## src/rtl/match_referee_pkg.sv

```systemverilog
// Shared types and constants for the volleyball match referee.
package match_referee_pkg;

  typedef enum logic [2:0] {
    ST_SERVE = 3'd0,
    ST_RALLY = 3'd1,
    ST_POINT = 3'd2,
    ST_HOLD  = 3'd3,
    ST_OVER  = 3'd4
  } state_t;

  localparam logic SIDE_P1 = 1'b0;
  localparam logic SIDE_P2 = 1'b1;

  localparam int NET_X_LO_DEF = 500;
  localparam int NET_X_HI_DEF = 523;
  localparam int GROUND_Y_DEF = 700;

  localparam int TOUCH_W = 3;

  function automatic logic [TOUCH_W-1:0] sat_inc(input logic [TOUCH_W-1:0] v);
    return (&v) ? v : v + 1'b1;
  endfunction

endpackage

```

## src/rtl/match_referee_touch_tracker.sv

```systemverilog
// Per-player touch tracker: collision edge detect, re-touch guard timer and
// saturating touch counter with clear and flush inputs.
module touch_tracker
  import match_referee_pkg::*;
#(
  parameter int GUARD_CYC = 650000
) (
  input  logic               clk,
  input  logic               rst_n,
  input  logic               i_col,
  input  logic               i_inc,
  input  logic               i_clr,
  input  logic               i_flush,
  output logic               o_touch,
  output logic [TOUCH_W-1:0] o_count
);

  localparam int GW = (GUARD_CYC > 1) ? $clog2(GUARD_CYC) : 1;

  logic               r_col_sync;
  logic               r_col_prev;
  logic [GW-1:0]      r_guard;
  logic [TOUCH_W-1:0] r_count;

  // An edge is only a touch once the guard window of the previous touch has run out.
  assign o_touch = r_col_sync & ~r_col_prev & (r_guard == '0);
  assign o_count = r_count;

  always_ff @(posedge clk or negedge rst_n) begin
    if (!rst_n) begin
      r_col_sync <= 1'b0;
      r_col_prev <= 1'b0;
      r_guard    <= '0;
      r_count    <= '0;
    end else begin
      r_col_sync <= i_col;
      r_col_prev <= r_col_sync;
      if (i_flush) begin
        r_guard <= '0;
        r_count <= '0;
      end else begin
        if (o_touch)
          r_guard <= GW'(GUARD_CYC - 1);
        else if (r_guard != '0)
          r_guard <= r_guard - 1'b1;
        if (i_clr)
          r_count <= '0;
        else if (i_inc)
          r_count <= sat_inc(r_count);
      end
    end
  end

endmodule

```

## src/rtl/match_referee.sv

```systemverilog
// Rally referee: touch counting, fault/landing decisions, scoring, serve and winner.
// Build option: MATCH_REFEREE_WIN_BY_TWO_EN requires a two-point lead (hard cap at max score).
module match_referee
  import match_referee_pkg::*;
#(
  parameter int WIN_SCORE   = 15,
  parameter int MAX_TOUCHES = 3,
  parameter int SCORE_W     = 5,
  parameter int XW          = 12,
  parameter int NET_X_LO    = NET_X_LO_DEF,
  parameter int NET_X_HI    = NET_X_HI_DEF,
  parameter int GUARD_CYC   = 650000,
  parameter int HOLD_CYC    = 65000000
) (
  input  logic               clk,
  input  logic               rst_n,
  input  logic               new_game,
  input  logic               gnd_col,
  input  logic [XW-1:0]      xposball,
  input  logic               col_p1,
  input  logic               col_p2,
  output logic [SCORE_W-1:0] score_p1,
  output logic [SCORE_W-1:0] score_p2,
  output logic [2:0]         touches_p1,
  output logic [2:0]         touches_p2,
  output logic               serve_side,
  output logic               point_valid,
  output logic               point_winner,
  output logic               touch_fault,
  output logic               game_over,
  output logic               winner
);

  localparam int HOLD_W = (HOLD_CYC > 1) ? $clog2(HOLD_CYC) : 1;
  localparam logic [SCORE_W-1:0] SCORE_MAX = '1;
  localparam logic [SCORE_W-1:0] WIN_VAL   = SCORE_W'(WIN_SCORE);

  state_t              r_state, w_state_next;
  logic [SCORE_W-1:0]  r_score1, r_score2;
  logic                r_serve, r_pwin, r_fault, r_last, r_winner;
  logic [HOLD_W-1:0]   r_hold;

  logic w_t1, w_t2, w_acc1, w_acc2, w_ball_p1;
  logic w_inc1, w_inc2, w_clr1, w_clr2;
  logic w_fault1, w_fault2, w_pt_side, w_pt_fault, w_win_cond;

  touch_tracker #(.GUARD_CYC(GUARD_CYC)) u_trk_p1 (
    .clk(clk), .rst_n(rst_n), .i_col(col_p1), .i_inc(w_inc1), .i_clr(w_clr1),
    .i_flush(new_game), .o_touch(w_t1), .o_count(touches_p1)
  );

  touch_tracker #(.GUARD_CYC(GUARD_CYC)) u_trk_p2 (
    .clk(clk), .rst_n(rst_n), .i_col(col_p2), .i_inc(w_inc2), .i_clr(w_clr2),
    .i_flush(new_game), .o_touch(w_t2), .o_count(touches_p2)
  );

  // Simultaneous touches are resolved by which court the ball is over.
  assign w_ball_p1 = (xposball < XW'(NET_X_LO));
  assign w_acc1    = w_t1 & (~w_t2 | w_ball_p1);
  assign w_acc2    = w_t2 & (~w_t1 | ~w_ball_p1);
  assign w_fault1  = (touches_p1 > 3'(MAX_TOUCHES));
  assign w_fault2  = (touches_p2 > 3'(MAX_TOUCHES));

`ifdef MATCH_REFEREE_WIN_BY_TWO_EN
  logic [SCORE_W:0] w_s1x, w_s2x;
  assign w_s1x = {1'b0, r_score1};
  assign w_s2x = {1'b0, r_score2};
  assign w_win_cond = ((r_score1 >= WIN_VAL) && (w_s1x >= w_s2x + (SCORE_W+1)'(2))) ||
                      ((r_score2 >= WIN_VAL) && (w_s2x >= w_s1x + (SCORE_W+1)'(2))) ||
                      (r_score1 == SCORE_MAX) || (r_score2 == SCORE_MAX);
`else
  assign w_win_cond = (r_score1 == WIN_VAL) || (r_score2 == WIN_VAL);
`endif

  always_ff @(posedge clk or negedge rst_n) begin
    if (!rst_n)
      r_state <= ST_SERVE;
    else
      r_state <= w_state_next;
  end

  always_comb begin
    w_state_next = r_state;
    w_pt_side    = SIDE_P1;
    w_pt_fault   = 1'b0;
    unique case (r_state)
      ST_SERVE: if (w_inc1 | w_inc2) w_state_next = ST_RALLY;
      ST_RALLY: begin
        // Touch faults take precedence over a landing in the same cycle.
        if (w_fault1) begin
          w_state_next = ST_POINT;
          w_pt_side    = SIDE_P2;
          w_pt_fault   = 1'b1;
        end else if (w_fault2) begin
          w_state_next = ST_POINT;
          w_pt_side    = SIDE_P1;
          w_pt_fault   = 1'b1;
        end else if (gnd_col) begin
          w_state_next = ST_POINT;
          if (xposball < XW'(NET_X_LO))
            w_pt_side = SIDE_P2;
          else if (xposball > XW'(NET_X_HI))
            w_pt_side = SIDE_P1;
          else
            w_pt_side = ~r_last;
        end
      end
      ST_POINT: w_state_next = ST_HOLD;
      ST_HOLD:  if (r_hold == '0) w_state_next = w_win_cond ? ST_OVER : ST_SERVE;
      ST_OVER:  w_state_next = ST_OVER;
      default:  w_state_next = ST_SERVE;
    endcase
    if (new_game)
      w_state_next = ST_SERVE;
  end

  always_comb begin
    w_inc1      = 1'b0;
    w_inc2      = 1'b0;
    w_clr1      = 1'b0;
    w_clr2      = 1'b0;
    point_valid = (r_state == ST_POINT);
    game_over   = (r_state == ST_OVER);
    touch_fault = (r_state == ST_HOLD) & r_fault;
    unique case (r_state)
      ST_SERVE: begin
        w_inc1 = w_acc1 & (r_serve == SIDE_P1);
        w_inc2 = w_acc2 & (r_serve == SIDE_P2);
      end
      ST_RALLY: begin
        w_inc1 = w_acc1;
        w_inc2 = w_acc2;
        w_clr1 = w_acc2;
        w_clr2 = w_acc1;
      end
      default: begin
        w_clr1 = 1'b1;
        w_clr2 = 1'b1;
      end
    endcase
  end

  always_ff @(posedge clk or negedge rst_n) begin
    if (!rst_n) begin
      r_score1 <= '0;
      r_score2 <= '0;
      r_serve  <= SIDE_P1;
      r_pwin   <= SIDE_P1;
      r_fault  <= 1'b0;
      r_last   <= SIDE_P1;
      r_winner <= SIDE_P1;
      r_hold   <= '0;
    end else if (new_game) begin
      r_score1 <= '0;
      r_score2 <= '0;
      r_serve  <= SIDE_P1;
      r_pwin   <= SIDE_P1;
      r_fault  <= 1'b0;
      r_last   <= SIDE_P1;
      r_winner <= SIDE_P1;
      r_hold   <= '0;
    end else begin
      if (w_inc1)
        r_last <= SIDE_P1;
      else if (w_inc2)
        r_last <= SIDE_P2;
      unique case (r_state)
        ST_RALLY: if (w_state_next == ST_POINT) begin
          r_pwin  <= w_pt_side;
          r_fault <= w_pt_fault;
        end
        ST_POINT: begin
          if (r_pwin == SIDE_P1 && r_score1 != SCORE_MAX) r_score1 <= r_score1 + 1'b1;
          if (r_pwin == SIDE_P2 && r_score2 != SCORE_MAX) r_score2 <= r_score2 + 1'b1;
          r_serve <= r_pwin;
          r_hold  <= HOLD_W'(HOLD_CYC - 1);
        end
        ST_HOLD: begin
          if (r_hold != '0)
            r_hold <= r_hold - 1'b1;
          else if (w_win_cond)
            r_winner <= r_pwin;
        end
        default: ;
      endcase
    end
  end

  assign score_p1     = r_score1;
  assign score_p2     = r_score2;
  assign serve_side   = r_serve;
  assign point_winner = r_pwin;
  assign winner       = r_winner;

endmodule
```

## config.mk

```make
export PLATFORM = sky130hd
export DESIGN_NAME = match_referee
export DESIGN_NICKNAME = d
export VERILOG_FILES = /design/src/rtl/match_referee_pkg.sv /design/src/rtl/match_referee_touch_tracker.sv /design/src/rtl/match_referee.sv
export SDC_FILE = /design/constraint.sdc
export NUM_CORES = 1
export LEC_CHECK = 0
export CORE_ASPECT_RATIO = 0.6
export CORE_MARGIN = 2
export CORE_UTILIZATION = 30
export DETAILED_ROUTE_END_ITERATION = 8
export PLACE_DENSITY = 0.5
export SLEW_MARGIN = 30
export SYNTH_ARGS = -nofsm -noshare
export SYNTH_HDL_FRONTEND = slang
export SYNTH_SLANG_ARGS = --single-unit
```

## constraint.sdc

```tcl
create_clock -name clk -period 2.2 [get_ports clk]
set_input_delay 0.22 -clock clk [delete_from_list [all_inputs] [get_ports clk]]
set_output_delay 0.22 -clock clk [all_outputs]
set_load 0.1 [all_outputs]
```

==> reports/qor.log <==
qor: outcome.outcome complete, but fails checks
qor: outcome.violations setup timing
qor: drt.total_wirelength_of_the_detailed_routed_design 16700 um
qor: power_and_ir_drop.cellPowerDensity 1180 nW/um^2
qor: sta.max_freq 441 MHz
qor: setup_path.startpoint_type flip-flop
qor: cts.clock_path_buffers 2
qor: floorplanning.core-area 17900 sq um
qor: drt.initialDrtViolationCount 331
qor: sta.grt_setup_unrepaired yes
qor: drt.route.detailed.wl_per_inst 17.3 um
qor: drt.ant_nets 0
qor: cts.cts_root_buffer clkbuf_16
qor: drt.routed-via-count 5223
qor: sta.final-hold-violation-count 0
qor: finish.fillers 1793
qor: floorplanning.die_height 108 um
qor: setup_path.arrival_worst_endpoint 2500 ps
qor: floorplanning.rows 38
qor: grt.grt.total_usage 18.2%
qor: grt.antenna_found_initial 0
qor: power_and_ir_drop.maximum_resistive_drop_on_vdd 0.000455 V
qor: grt.gr_ovfl_total 0
qor: yosys.synthCells 586
qor: setup_path.critical_path_sink_type flip-flop
qor: sta.fin_ws -68.5 ps
qor: yosys.postSynthNetCount 621
qor: grt.grt_pass1_vias 4950
qor: drt.viasPerCell 5.40
qor: place.port_buffers 37
qor: cts.number_of_buffers_added_by_the_clock_tree_synthesis_step 9
qor: min_path.min_delay_path_depth 1
qor: cts.cts_max_level 3
qor: setup_path.worst_path_maximum_fanout 4
qor: sta.worst-slew-pin-transition 614 ps
qor: yosys.ys_seq_elements 94
qor: flow_run.drv.max_cap_violation_count 0
qor: setup_path.worst-setup-path-type reg2reg
qor: yosys.synth_area_leader_cell dfrtp_1
qor: setup_path.worst-r2r-cell-count 6
qor: grt.global_route_wire_length_before_repair 27300 um
qor: sta.fin_hold_ws 316 ps
qor: place.dp.final_hpwl 12300 um
qor: min_path.worst_hold_path_type in2reg
qor: yosys.seq_area_frac_synth 43.4%
qor: yosys.leading_post_synthesis_cells_by_instance_count 94 x dfrtp_1, 59 x nor2_1, 50 x a21oi_1
qor: yosys.synth.avg_cell_area 9.25 sq um
qor: setup_path.cp_data_required_time 2430 ps
qor: floorplanning.floorplan.io_pins 40
qor: yosys.synth.area.top_cells dfrtp_1 43%, a21oi_1 4.6%, nor2_1 4.1%, ha_1 3.9%, nor3_1 3.5%
qor: yosys.most_common_cell_in_the_netlist dfrtp_1
qor: cts.cts_tree done
qor: power_and_ir_drop.static-leakage-power 3.19 nW
qor: yosys.yosys_most_used_dff dfrtp_1
qor: floorplanning.die_area 19200 sq um
qor: yosys.synth_edf_count 0
qor: cts.clkTransAtPathRegs 80 ps
qor: floorplanning.die_width 178 um
qor: sta.setup_viol 5
qor: grt.largest_net_degree_at_the_start_of_global_routing 70
qor: place.post-place-ws -144 ps
qor: floorplanning.initial_core_util 30.3%
qor: drt.firstDrtPassIters 5
qor: yosys.synth.cell_area 5420 sq um
qor: yosys.count_of_cell_types_in_the_netlist 67
qor: sta.fin_worst_skew 15.4 ps
qor: sta.timing.final.crit_period 2270 ps
qor: sta.finalCritPeriodShare 103%
qor: sta.timing.slew.headroom 58.8%
qor: cts.clock_latency_on_the_worst_skew_pair 350 ps
qor: finish.area_growth 36.3%
qor: finish.nNetsFinal 757
qor: yosys.synth.top_cell.area_share 43.4%
qor: sta.timing.final.max_slew_violations 0
qor: finish.layout-drive-gt1-share 29.6%
qor: yosys.synth.yosys.warnings 0
qor: finish.num_antenna_cells 0
qor: drt.drc_errors 0
qor: cts.cts_num_sinks 94
qor: place.gp_congestion 0.951
qor: yosys.postSynth.asyncResetShare 100%
[state kept, by name, indices dropped and copies added (netlist names), 3 cells and up]
register          count
u_trk_p1.r_guard     20
u_trk_p2.o_count      3
score_p2              5
r_hold               26
score_p1              5
r_state               3
u_trk_p1.o_count      3
u_trk_p2.r_guard     20
[cells by family (layout without fill, tap and decap cells)]
family	count (synthesis)	count (layout)	synth area share (%)
simple gates	246	246	25.9
compound gates	163	163	20.0
flops	94	94	43.4
buf+inv	43	184	3.05
xor+xnor	21	21	3.39
fa+ha+maj	17	17	3.92
mux	2	2	0.369
[area by class of cell]
class | instances | area [sq um] | share of cell area (%)
multi-input combinational | 449 | 3110 | 42.1
clock buffer | 11 | 243 | 3.29
tap | 240 | 300 | 4.06
timing repair buffer | 147 | 1230 | 16.6
clock inverter | 5 | 65.1 | 0.881
inverter | 21 | 78.8 | 1.07
sequential | 94 | 2360 | 32.0
[where the power goes]
part,switching [mW],internal [mW]
clock,0.722,0.929
sequential,0.378,2.07
combinational,2.39,2.23
total,3.49,5.23
[through the flow]
stage	area [sq um]	setup TNS [ps]	cells	total power, mW	util (%)
after global routing	7390	-1460	967	9.36	41.3
final	7390	-125	967	8.72	41.3
after detailed placement	6800	-734	943	6.54	38.0
after CTS	7230	-243	965	8.45	40.4
after floorplan	5440	-149	586	4.75	-
after global placement	6800	-570	943	6.48	38.0
[worst paths after layout]
kind | startpoint | to | slack, ps
hold / removal | col_p2 | u_trk_p2.r_col_sync | 320
min in group asynchronous | rst_n | r_hold[17] | 360
max in group asynchronous | rst_n | u_trk_p2.o_count[1] | 1130
setup reg to reg | u_trk_p2.r_guard[13] | r_state[0] | -70
setup / recovery | u_trk_p2.r_guard[13] | r_state[0] | -70
hold reg to reg | u_trk_p1.r_col_sync | u_trk_p1.r_col_prev | 370
[metal layers]
metal / global-route usage [%] / wire length (um) / vias to the layer above
li1: - / - / 2516
met1: 29.0 / 9020 / 2551
met2: 25.1 / 6680 / 145
met3: 3.69 / 928 / 11
met4: 2.99 / 102 / 0
met5: 0 / 0 / -
[worst max-delay path, cell delays in order (launching register included)]
cell and delay (ps):
dfrtp_1 380, or4_4 540, or4_4 560, nor4_4 210, buf_4 170, nor2_2 40
a311o_1 250
[timing repair]
action | 4_1_cts | 5_1_grt
pin swaps | 4 | 16
resized for setup | 17 | 39
gates cloned | 1 | 0
hold buffers | 1 | 0
setup buffers | 4 | 2
endpoints found under the setup margin | 29 | 43
endpoints found under the hold margin | 25 | 0
[placed cells by master (no fill, tap or decap), types with 6 or more instances in the layout]
| cell | n |
|---|---|
| a211oi_1 | 13 |
| a21oi_1 | 48 |
| a31oi_1 | 11 |
| and3_1 | 6 |
| buf_12 | 6 |
| buf_4 | 122 |
| clkbuf_16 | 9 |
| clkdlybuf4s50_1 | 13 |
| dfrtp_1 | 84 |
| dfrtp_2 | 10 |
| ha_1 | 16 |
| inv_1 | 19 |
| nand2_1 | 26 |
| nand2b_1 | 6 |
| nand3_1 | 14 |
| nand4_1 | 9 |
| nor2_1 | 55 |
| nor3_1 | 32 |
| nor4_1 | 17 |
| o21a_1 | 6 |
| o21ai_0 | 19 |
| o41ai_1 | 7 |
| or3_1 | 14 |
| or4_1 | 6 |
| xnor2_1 | 12 |
| xor2_1 | 9 |
Note: power is estimated with default switching activity, not from simulation.
